`src/rtl/cpu_pipe_pkg.sv`:
```
// Shared pipeline package: fetch FSM states, NOP encoding and instruction field positions.
package cpu_pipe_pkg;

    typedef enum logic [1:0] {
        BOOT,
        RUN,
        SQUASH
    } fetch_state_t;

    localparam logic [31:0] NOP_INSTR = 32'h0;

    localparam int unsigned RN_LSB = 16;
    localparam int unsigned RD_LSB = 12;
    localparam int unsigned RM_LSB = 0;

    function automatic logic [3:0] instr_rn(input logic [31:0] instr);
        return instr[RN_LSB +: 4];
    endfunction

    function automatic logic [3:0] instr_rd(input logic [31:0] instr);
        return instr[RD_LSB +: 4];
    endfunction

    function automatic logic [3:0] instr_rm(input logic [31:0] instr);
        return instr[RM_LSB +: 4];
    endfunction

endpackage

```
`src/rtl/if_id_fetch_unit_if.sv`:
```
// Fetch-side bus: hazard controls, branch redirect, instruction memory and IF/ID outputs.
interface if_id_fetch_unit_if #(
    parameter int unsigned ADDR_W  = 32,
    parameter int unsigned INSTR_W = 32
);
    logic               LE_PC;
    logic               LE_IF_ID;
    logic               branch_taken;
    logic [ADDR_W-1:0]  branch_target;
    logic [INSTR_W-1:0] imem_data;
    logic [ADDR_W-1:0]  pc_out;
    logic [INSTR_W-1:0] id_instr;
    logic [ADDR_W-1:0]  id_pc_next;
    logic               id_valid;

    modport master (
        input  LE_PC, LE_IF_ID, branch_taken, branch_target, imem_data,
        output pc_out, id_instr, id_pc_next, id_valid
    );

    modport slave (
        output LE_PC, LE_IF_ID, branch_taken, branch_target, imem_data,
        input  pc_out, id_instr, id_pc_next, id_valid
    );
endinterface

```
`src/rtl/if_id_fetch_unit_if_id_reg.sv`:
```
// Pipeline register with load enable and synchronous clear to a bubble (clear beats load).
module if_id_reg
    import cpu_pipe_pkg::*;
#(
    parameter int unsigned ADDR_W  = 32,
    parameter int unsigned INSTR_W = 32
) (
    input  logic               clk,
    input  logic               reset,
    input  logic               load,
    input  logic               clear,
    input  logic [INSTR_W-1:0] instr_d,
    input  logic [ADDR_W-1:0]  pc_next_d,
    input  logic               valid_d,
    output logic [INSTR_W-1:0] instr_q,
    output logic [ADDR_W-1:0]  pc_next_q,
    output logic               valid_q
);
    always_ff @(posedge clk) begin
        if (reset || clear) begin
            instr_q   <= INSTR_W'(NOP_INSTR);
            pc_next_q <= '0;
            valid_q   <= 1'b0;
        end else if (load) begin
            instr_q   <= instr_d;
            pc_next_q <= pc_next_d;
            valid_q   <= valid_d;
        end
    end
endmodule

```
`src/rtl/if_id_fetch_unit.sv`:
```
// Fetch stage: PC register, sequential adder, boot/squash FSM and IF/ID register.
// Optional perf counters (stall_cycles, squash_count) when FETCH_PERF_CNT_EN is defined.
module if_id_fetch_unit
    import cpu_pipe_pkg::*;
#(
    parameter int unsigned       ADDR_W   = 32,
    parameter int unsigned       INSTR_W  = 32,
    parameter logic [ADDR_W-1:0] RESET_PC = '0,
    parameter int unsigned       PC_STEP  = 4
) (
    input  logic                    clk,
    input  logic                    reset,
    if_id_fetch_unit_if.master      bus
`ifdef FETCH_PERF_CNT_EN
    ,
    output logic [15:0]             stall_cycles,
    output logic [15:0]             squash_count
`endif
);
    localparam logic [ADDR_W-1:0] STEP = ADDR_W'(PC_STEP);

    fetch_state_t       state, state_nx;
    logic [ADDR_W-1:0]  pc;
    logic [ADDR_W-1:0]  pc_seq;
    logic               branch_accept;
    logic               ifid_clear;
    logic [INSTR_W-1:0] ifid_instr;
    logic [ADDR_W-1:0]  ifid_pc_next;
    logic               ifid_valid;

    assign pc_seq = pc + STEP;

    // Stalled cycles must not redirect: ID re-presents the branch once the stall lifts.
    assign branch_accept = bus.branch_taken && bus.LE_PC && bus.LE_IF_ID && ifid_valid;

    always_ff @(posedge clk) begin
        if (reset) state <= BOOT;
        else       state <= state_nx;
    end

    always_comb begin
        state_nx   = state;
        ifid_clear = branch_accept;
        unique case (state)
            BOOT: begin
                ifid_clear = bus.LE_IF_ID;
                if (bus.LE_PC) state_nx = RUN;
            end
            RUN: begin
                if (branch_accept) state_nx = SQUASH;
            end
            SQUASH: begin
                state_nx = branch_accept ? SQUASH : RUN;
            end
            default: state_nx = BOOT;
        endcase
    end

    always_ff @(posedge clk) begin
        if (reset)              pc <= RESET_PC;
        else if (branch_accept) pc <= bus.branch_target;
        else if (bus.LE_PC)     pc <= pc_seq;
    end

    if_id_reg #(
        .ADDR_W  (ADDR_W),
        .INSTR_W (INSTR_W)
    ) u_if_id_reg (
        .clk       (clk),
        .reset     (reset),
        .load      (bus.LE_IF_ID),
        .clear     (ifid_clear),
        .instr_d   (bus.imem_data),
        .pc_next_d (pc_seq),
        .valid_d   (1'b1),
        .instr_q   (ifid_instr),
        .pc_next_q (ifid_pc_next),
        .valid_q   (ifid_valid)
    );

    assign bus.pc_out     = pc;
    assign bus.id_instr   = ifid_instr;
    assign bus.id_pc_next = ifid_pc_next;
    assign bus.id_valid   = ifid_valid;

`ifdef FETCH_PERF_CNT_EN
    always_ff @(posedge clk) begin
        if (reset) begin
            stall_cycles <= '0;
            squash_count <= '0;
        end else begin
            if (!bus.LE_PC && state != BOOT && stall_cycles != '1)
                stall_cycles <= stall_cycles + 16'd1;
            if (branch_accept && squash_count != '1)
                squash_count <= squash_count + 16'd1;
        end
    end
`endif
endmodule
```
`src/flat_wrapper.sv`:
```
// flat-port wrapper written by rule: the top's interface ports become plain ports
module if_id_fetch_unit_flat import cpu_pipe_pkg::*;
#(
    parameter int unsigned       ADDR_W   = 32,
    parameter int unsigned       INSTR_W  = 32,
    parameter logic [ADDR_W-1:0] RESET_PC = '0,
    parameter int unsigned       PC_STEP  = 4
)
  (clk, reset, bus_LE_PC, bus_LE_IF_ID, bus_branch_taken, bus_branch_target, bus_imem_data, bus_pc_out, bus_id_instr, bus_id_pc_next, bus_id_valid);
  if_id_fetch_unit_if #(.ADDR_W(ADDR_W), .INSTR_W(INSTR_W)) bus_i ();
  input  logic clk;
  input  logic reset;
  input wire logic [$bits(bus_i.LE_PC)-1:0] bus_LE_PC;
  input wire logic [$bits(bus_i.LE_IF_ID)-1:0] bus_LE_IF_ID;
  input wire logic [$bits(bus_i.branch_taken)-1:0] bus_branch_taken;
  input wire logic [$bits(bus_i.branch_target)-1:0] bus_branch_target;
  input wire logic [$bits(bus_i.imem_data)-1:0] bus_imem_data;
  output wire logic [$bits(bus_i.pc_out)-1:0] bus_pc_out;
  output wire logic [$bits(bus_i.id_instr)-1:0] bus_id_instr;
  output wire logic [$bits(bus_i.id_pc_next)-1:0] bus_id_pc_next;
  output wire logic [$bits(bus_i.id_valid)-1:0] bus_id_valid;
  assign bus_i.LE_PC = bus_LE_PC;
  assign bus_i.LE_IF_ID = bus_LE_IF_ID;
  assign bus_i.branch_taken = bus_branch_taken;
  assign bus_i.branch_target = bus_branch_target;
  assign bus_i.imem_data = bus_imem_data;
  assign bus_pc_out = bus_i.pc_out;
  assign bus_id_instr = bus_i.id_instr;
  assign bus_id_pc_next = bus_i.id_pc_next;
  assign bus_id_valid = bus_i.id_valid;
  if_id_fetch_unit #(.ADDR_W(ADDR_W), .INSTR_W(INSTR_W), .RESET_PC(RESET_PC), .PC_STEP(PC_STEP)) u_core (.clk(clk), .reset(reset), .bus(bus_i));
endmodule
```
`config.mk`:
```
export PLATFORM = sky130hd
export DESIGN_NAME = if_id_fetch_unit_flat
export DESIGN_NICKNAME = d
export VERILOG_FILES = /design/src/rtl/cpu_pipe_pkg.sv /design/src/rtl/if_id_fetch_unit_if.sv /design/src/rtl/if_id_fetch_unit_if_id_reg.sv /design/src/rtl/if_id_fetch_unit.sv /design/src/flat_wrapper.sv
export SDC_FILE = /design/constraint.sdc
export NUM_CORES = 1
export LEC_CHECK = 0
export ABC_AREA = 1
export CORE_MARGIN = 2
export CORE_UTILIZATION = 46
export DETAILED_ROUTE_END_ITERATION = 10
export PLACE_DENSITY = 0.93
export SYNTH_ARGS = -nofsm -noshare
export SYNTH_HDL_FRONTEND = slang
export SYNTH_SLANG_ARGS = --single-unit
```
`constraint.sdc`:
```
create_clock -name clk -period 1.8 [get_ports clk]
set_clock_uncertainty 0.15 [all_clocks]
set_input_delay 0.27 -clock clk [delete_from_list [all_inputs] [get_ports clk]]
set_output_delay 0.27 -clock clk [all_outputs]
set_load 0.005 [all_outputs]
```
Word-level counts from Yosys, hierarchy flattened
Index checks and enable logic that the tools add are counted.
{"block": "totals", "ff_bits": 99}
{"block": "op_classes", "reduce_logical": 7, "muxes": 7, "add_sub_neg": 1, "eq_ne": 4}
{"op": "32-bit 2-to-1 mux", "count": 2}
{"op": "32-bit by 3-bit adder with 32-bit output, second input constant", "count": 1}
{"op": "2-bit 2-to-1 mux", "count": 3}
{"op": "2-bit one-hot mux with 3 select lines", "count": 1}
{"op": "1-bit logical AND", "count": 3}
{"op": "2-bit by 1-bit equality test with 1-bit output, second input constant", "count": 1}
{"op": "2-bit equality test, second input constant", "count": 1}
{"op": "2-bit zero test", "count": 1}
{"op": "2-bit by 1-bit inequality test with 1-bit output, second input constant", "count": 1}
{"op": "2-bit inequality test, second input constant", "count": 1}
{"op": "2-bit AND reduction", "count": 1}
{"op": "2-bit nonzero test", "count": 1}
{"op": "1-bit logical OR", "count": 1}
{"op": "1-bit 2-to-1 mux", "count": 1}

Logic depth before layout (Yosys ltp)
{"block": "depth", "word_depth": 5, "mapped_depth": 10, "depth_no_buf": 10}

Cells and area by module
A second synthesis with hierarchy kept.
{"block": "hier_totals", "cells_unflattened": 806, "hier_area_um2": 5107.4}
{"mod": "if_id_reg", "cells_per_inst": 412, "seq_area_each_um2": 1301.2, "instances": 1, "area_each_um2": 2645.0}
{"mod": "if_id_fetch_unit", "cells_per_inst": 394, "seq_area_each_um2": 680.7, "instances": 1, "area_each_um2": 2462.4}

Least setup slack after synthesis
No wires, ideal clock.
{"block": "synth_path", "kind": "reg2reg", "start": "reg u_core.pc[3], in the netlist u_core.bus.pc_out[3]", "end": "reg u_core.pc[28], in the netlist u_core.bus.pc_out[28]", "path_buffers": 0, "path_stages_with_launch": 11, "path_slack_ns": 0.155, "synth_period_minus_slack_ns": 1.645, "arrival_time_ns": 1.366, "cell_sequence": "dfxtp_1 ha_1 nand2_2 nor2_8 nand2_8 nor2_8 nand2_1 nand2_1 nand3_1 nand2_1 a21oi_2"}
{"block": "synth_via", "elab_chain_cells": 3}
{"element": "start: declaration", "line": "if_id_fetch_unit.sv:23", "source": "logic [ADDR_W-1:0] pc;"}
{"element": "start signal: assignment", "line": "if_id_fetch_unit.sv:61", "source": "else if (branch_accept) pc <= bus.branch_target;"}
{"element": "start signal: assignment", "line": "if_id_fetch_unit.sv:62", "source": "else if (bus.LE_PC) pc <= pc_seq;"}
{"element": "32-bit by 3-bit adder with 32-bit output", "line": "if_id_fetch_unit.sv:31", "source": "assign pc_seq = pc + STEP;"}
{"element": "32-bit 2-to-1 mux", "line": "if_id_fetch_unit.sv:62"}
{"element": "32-bit 2-to-1 mux", "line": "if_id_fetch_unit.sv:61"}
No other way between the ends. The select of a mux whose other input is x is not followed.
A chain may end at the register's enable or synchronous reset.

Worst setup path after layout
{"block": "layout_path", "start": "reg u_core.pc[2], in the netlist u_core.bus.pc_out[2]", "end": "reg u_core.pc[9], in the netlist u_core.bus.pc_out[9]"}
Same word-level chain as after synthesis.

==> key figures <==
Final layout
  • Multi-input logic area: approximately 2500 µm²
  • Finished Layout Cells: 1015
  • Fillers: 825
  • Design area: between 7000 and 8000 µm²
  • ANT cells: 0
  • Register area: just over 2000 µm²
  • Syn-to-layout area delta: 45.6%
  • Layout cells sized above 1: between 10% and 20%
  • Fin nets: around 940

Clock tree
  • Clock Latency Late Sink: 370 ps
  • H-tree depth: 3
  • Reg clk slew, reported paths: around 110 ps
  • CTS Buf Count: 9
  • Clk sinks: 99
  • Root Buffer: clkbuf_8
  • CTS tree: yes
  • Cts hold-fix bufs: 0
  • Clock Path Buffers: 2

Worst setup path
  • Kind of critical path: register to register
  • Critical Path Start Type: register
  • Critical Path RT: ~1900 ps
  • Crit path DAT: just under 2000 ps
  • Top delay family on crit path: simple AND/OR/NAND/NOR gates
  • Crit. Startpoint: u_core.bus.pc_out[2]
  • Slowest-stage cell, CP: dfxtp_2
  • Endpoint type of the worst setup path: register
  • Maximum fanout along the worst path: 4
  • RR Startpoint: u_core.bus.pc_out[2]
  • CP Cell Sequence: buf_4 -> inv_1 -> nor2_4 -> nand2_4 -> xnor2_1 -> nand2_1 -> a21oi_1
  • CP bufs+invs: 2
  • Slowest Stage Delay on Critical Path: about 370 ps

Run status
  • Failing checks: setup timing
  • Outcome: complete, but fails checks

Die
  • Initial core utilization: a little under half
  • Io pins: 166
  • DIE AREA: approximately 11000 µm²
  • Die W: 107 µm
  • Die Y: between 100 and 150 µm
  • Core Area: between 10000 and 15000 µm²
  • Rows: 37

Logic synthesis
  • Post-synth top area share: 40.9%
  • Yosys cell types: 36
  • Warnings, synthesis: 0
  • Synthesized flop and latch total: 99
  • Synth area leaders: dfxtp_1, nand2_1, nor2_1
  • Post-Syn Instances: approximately 700
  • Synthesized area: around 4800 µm²
  • Synthesized area per cell: 6.89 µm²
  • Largest area contributor in the netlist: dfxtp_1
  • Sequential area share after synthesis: 40.9%
  • Post-Synthesis Net Count: roughly 770

Route
  • 1st-pass router iterations: 7
  • First DRT Iteration DRCs: ~460
  • Via count: 5269
  • Final WL: roughly 15 mm
  • Antenna Violating Nets Remaining: 0
  • # DRC: 0
  • Wire per inst: 15.0 µm
  • Vias per inst: 5.19

Place
  • Post-DP HPWL: around 11 mm
  • GPL Wtd Cong: ~0.93
  • Placed cell area: just under 7000 µm²
  • DP Worst Slack: -92.8 ps
  • Placed insts: between 900 and 1000
  • Port bufs: about 170

GRT
  • Largest net degree at the start of global routing: between 40 and 50
  • GRT Residual Overflow: 0
  • Initial antenna violation count: 0
  • Gr usage total: between 20% and 30%
  • Vias in the first global route: a little under 5000
  • First-pass GRT wire length: around 23 mm

Min path
  • Hold Path Class: input port to register
  • Worst Hold Launch: bus_LE_IF_ID

STA
  • Worst slew pin tran: 353 ps
  • Fmax: between 0.5 and 0.6 GHz
  • Tcrit/Tclk final: 103%
  • Final setup TNS: -45.9 ps
  • RSZ-0062 raised after global routing: yes
  • Final min period: 1850 ps
  • Final Max Tran Viols: 0
  • Final Worst Setup Slack: -45.9 ps
  • Final hold violation count: 0
  • # setup viols final: 1
  • Slew margin rel.: 76.5%

Pwr
  • Peak supply drop: ~0.36 mV
  • PwrDens: roughly 660 nW/µm²
  • LEAKAGE: a little under 0.003 µW

Job
  • Max-Cap Viols: 0
==> worst min-delay path: stages <==
cell     delay, ps
buf_2          160
buf_4          190
nand2_1         60
a21oi_1         50
==> cell families (layout without fill, tap and decap cells) <==
logic type                 Yosys count  count (layout)  share of synthesized area (%)
AOI/OAI and AO/OA                  116             116                           12.6
and+or+nand+nor                    381             381                           34.7
adders and majority gates            1               1                          0.258
buffers and inverters               91             267                           8.26
xor gates and xnor gates            15              15                           3.33
DFF                                 99              99                           40.9
==> final cells by class <==
type | count | area share, %
Clock buffer | 9 | 1.76
Multi-Input combinational cell | 513 | 35.4
Timing Repair Buffer | 199 | 27.9
Sequential cell | 99 | 28.6
Tap cell | 136 | 2.41
Clock inverter | 7 | 1.19
Inverter | 52 | 2.80
==> through the flow <==
step | util (%) | total power [µW] | hold slack (ps)
after global routing | 68.7 | 4870 | 263
after global placement | 65.6 | 3170 | 297
after CTS | 67.8 | 4690 | 240
after detailed placement | 65.6 | 3190 | 302
final | 68.7 | 4690 | 249
after floorplan | - | 2720 | 260
==> path summary, 6_finish.rpt <==
kind,depth (start not counted),to,slack (ps)
worst max-delay path,7,u_core.bus.pc_out[9],-50
worst min-delay path,4,u_core.u_if_id_reg.pc_next_q[1],250
worst max register to register,7,u_core.bus.pc_out[9],-50
worst min register to register,2,u_core.u_if_id_reg.instr_q[10],310
==> timing repair <==
action / CTS / global route
pin swaps: 0 / 6
resized for setup: 18 / 20
endpoints found under the hold margin: 0 / 0
setup endpoints to repair: 16 / 34
setup buffers: 1 / 5
==> Yosys cell counts <==
library cell   number
nand2_1           203
nor2_1            109
dfxtp_1            99
a21oi_1            77
inv_1              47
nand3_1            37
o21ai_0            30
buf_2              18
clkbuf_1           13
nor2_4              8
xor2_1              7
a21oi_2             6
nand2_2             6
nand3_2             4
xnor2_1             4
xor2_2              4
clkinv_1            3
nor2_2              3
nor2_8              3
and2_1              2
buf_1               2
buf_4               2
clkbuf_8            2
nand2_4             2
a211oi_1            1
a22oi_1             1
clkbuf_2            1
dlygate4sd1_1       1
ha_1                1
inv_2               1
inv_4               1
nand2_8             1
nand3b_2            1
nand4_1             1
nor3_1              1
o211ai_1            1
==> routing by layer <==
metal,GRT usage (%),share of wire (%)
met5,0,0
met4,10.2,3.6
met3,4.01,8.5
met2,44.6,48
met1,31.4,40
==> flip-flops by register name (all words and copies together) (netlist names) <==
register	cells
u_core.u_if_id_reg.valid_q	1
u_core.u_if_id_reg.pc_next_q	32
u_core.bus.pc_out	32
u_core.state	2
u_core.u_if_id_reg.instr_q	32
==> placed cells by master, fill, tap and decap left out, types with 2 or more instances in the layout <==
cell type	Yosys	routed
nand2_1	203	202
clkdlybuf4s50_1	0	159
nor2_1	109	108
a21oi_1	77	77
dfxtp_1	99	72
inv_1	47	47
nand3_1	37	36
o21ai_0	30	29
buf_4	2	29
dfxtp_2	0	27
clkbuf_8	2	9
nor2_4	8	8
nand2_2	6	7
xor2_1	7	6
a21oi_2	6	6
nand3_2	4	5
xor2_2	4	5
buf_12	0	5
nor2_2	3	4
xnor2_1	4	4
clkinv_1	3	3
nor2_8	3	3
dlymetal6s2s_1	0	3
nand2_4	2	2
and2_1	2	2
inv_6	0	2
clkinv_4	0	2
dlygate4sd2_1	0	2
==> power by group <==
| group | leakage, µW | switching, µW | internal, µW |
|---|---|---|---|
| Clock | 0.000102 | 843 | 667 |
| Combinational | 0.00204 | 370 | 442 |
| Sequential | 0.000820 | 73.5 | 2290 |
| Total | 0.00296 | 1290 | 3400 |
(Power assumes the default switching activity.)
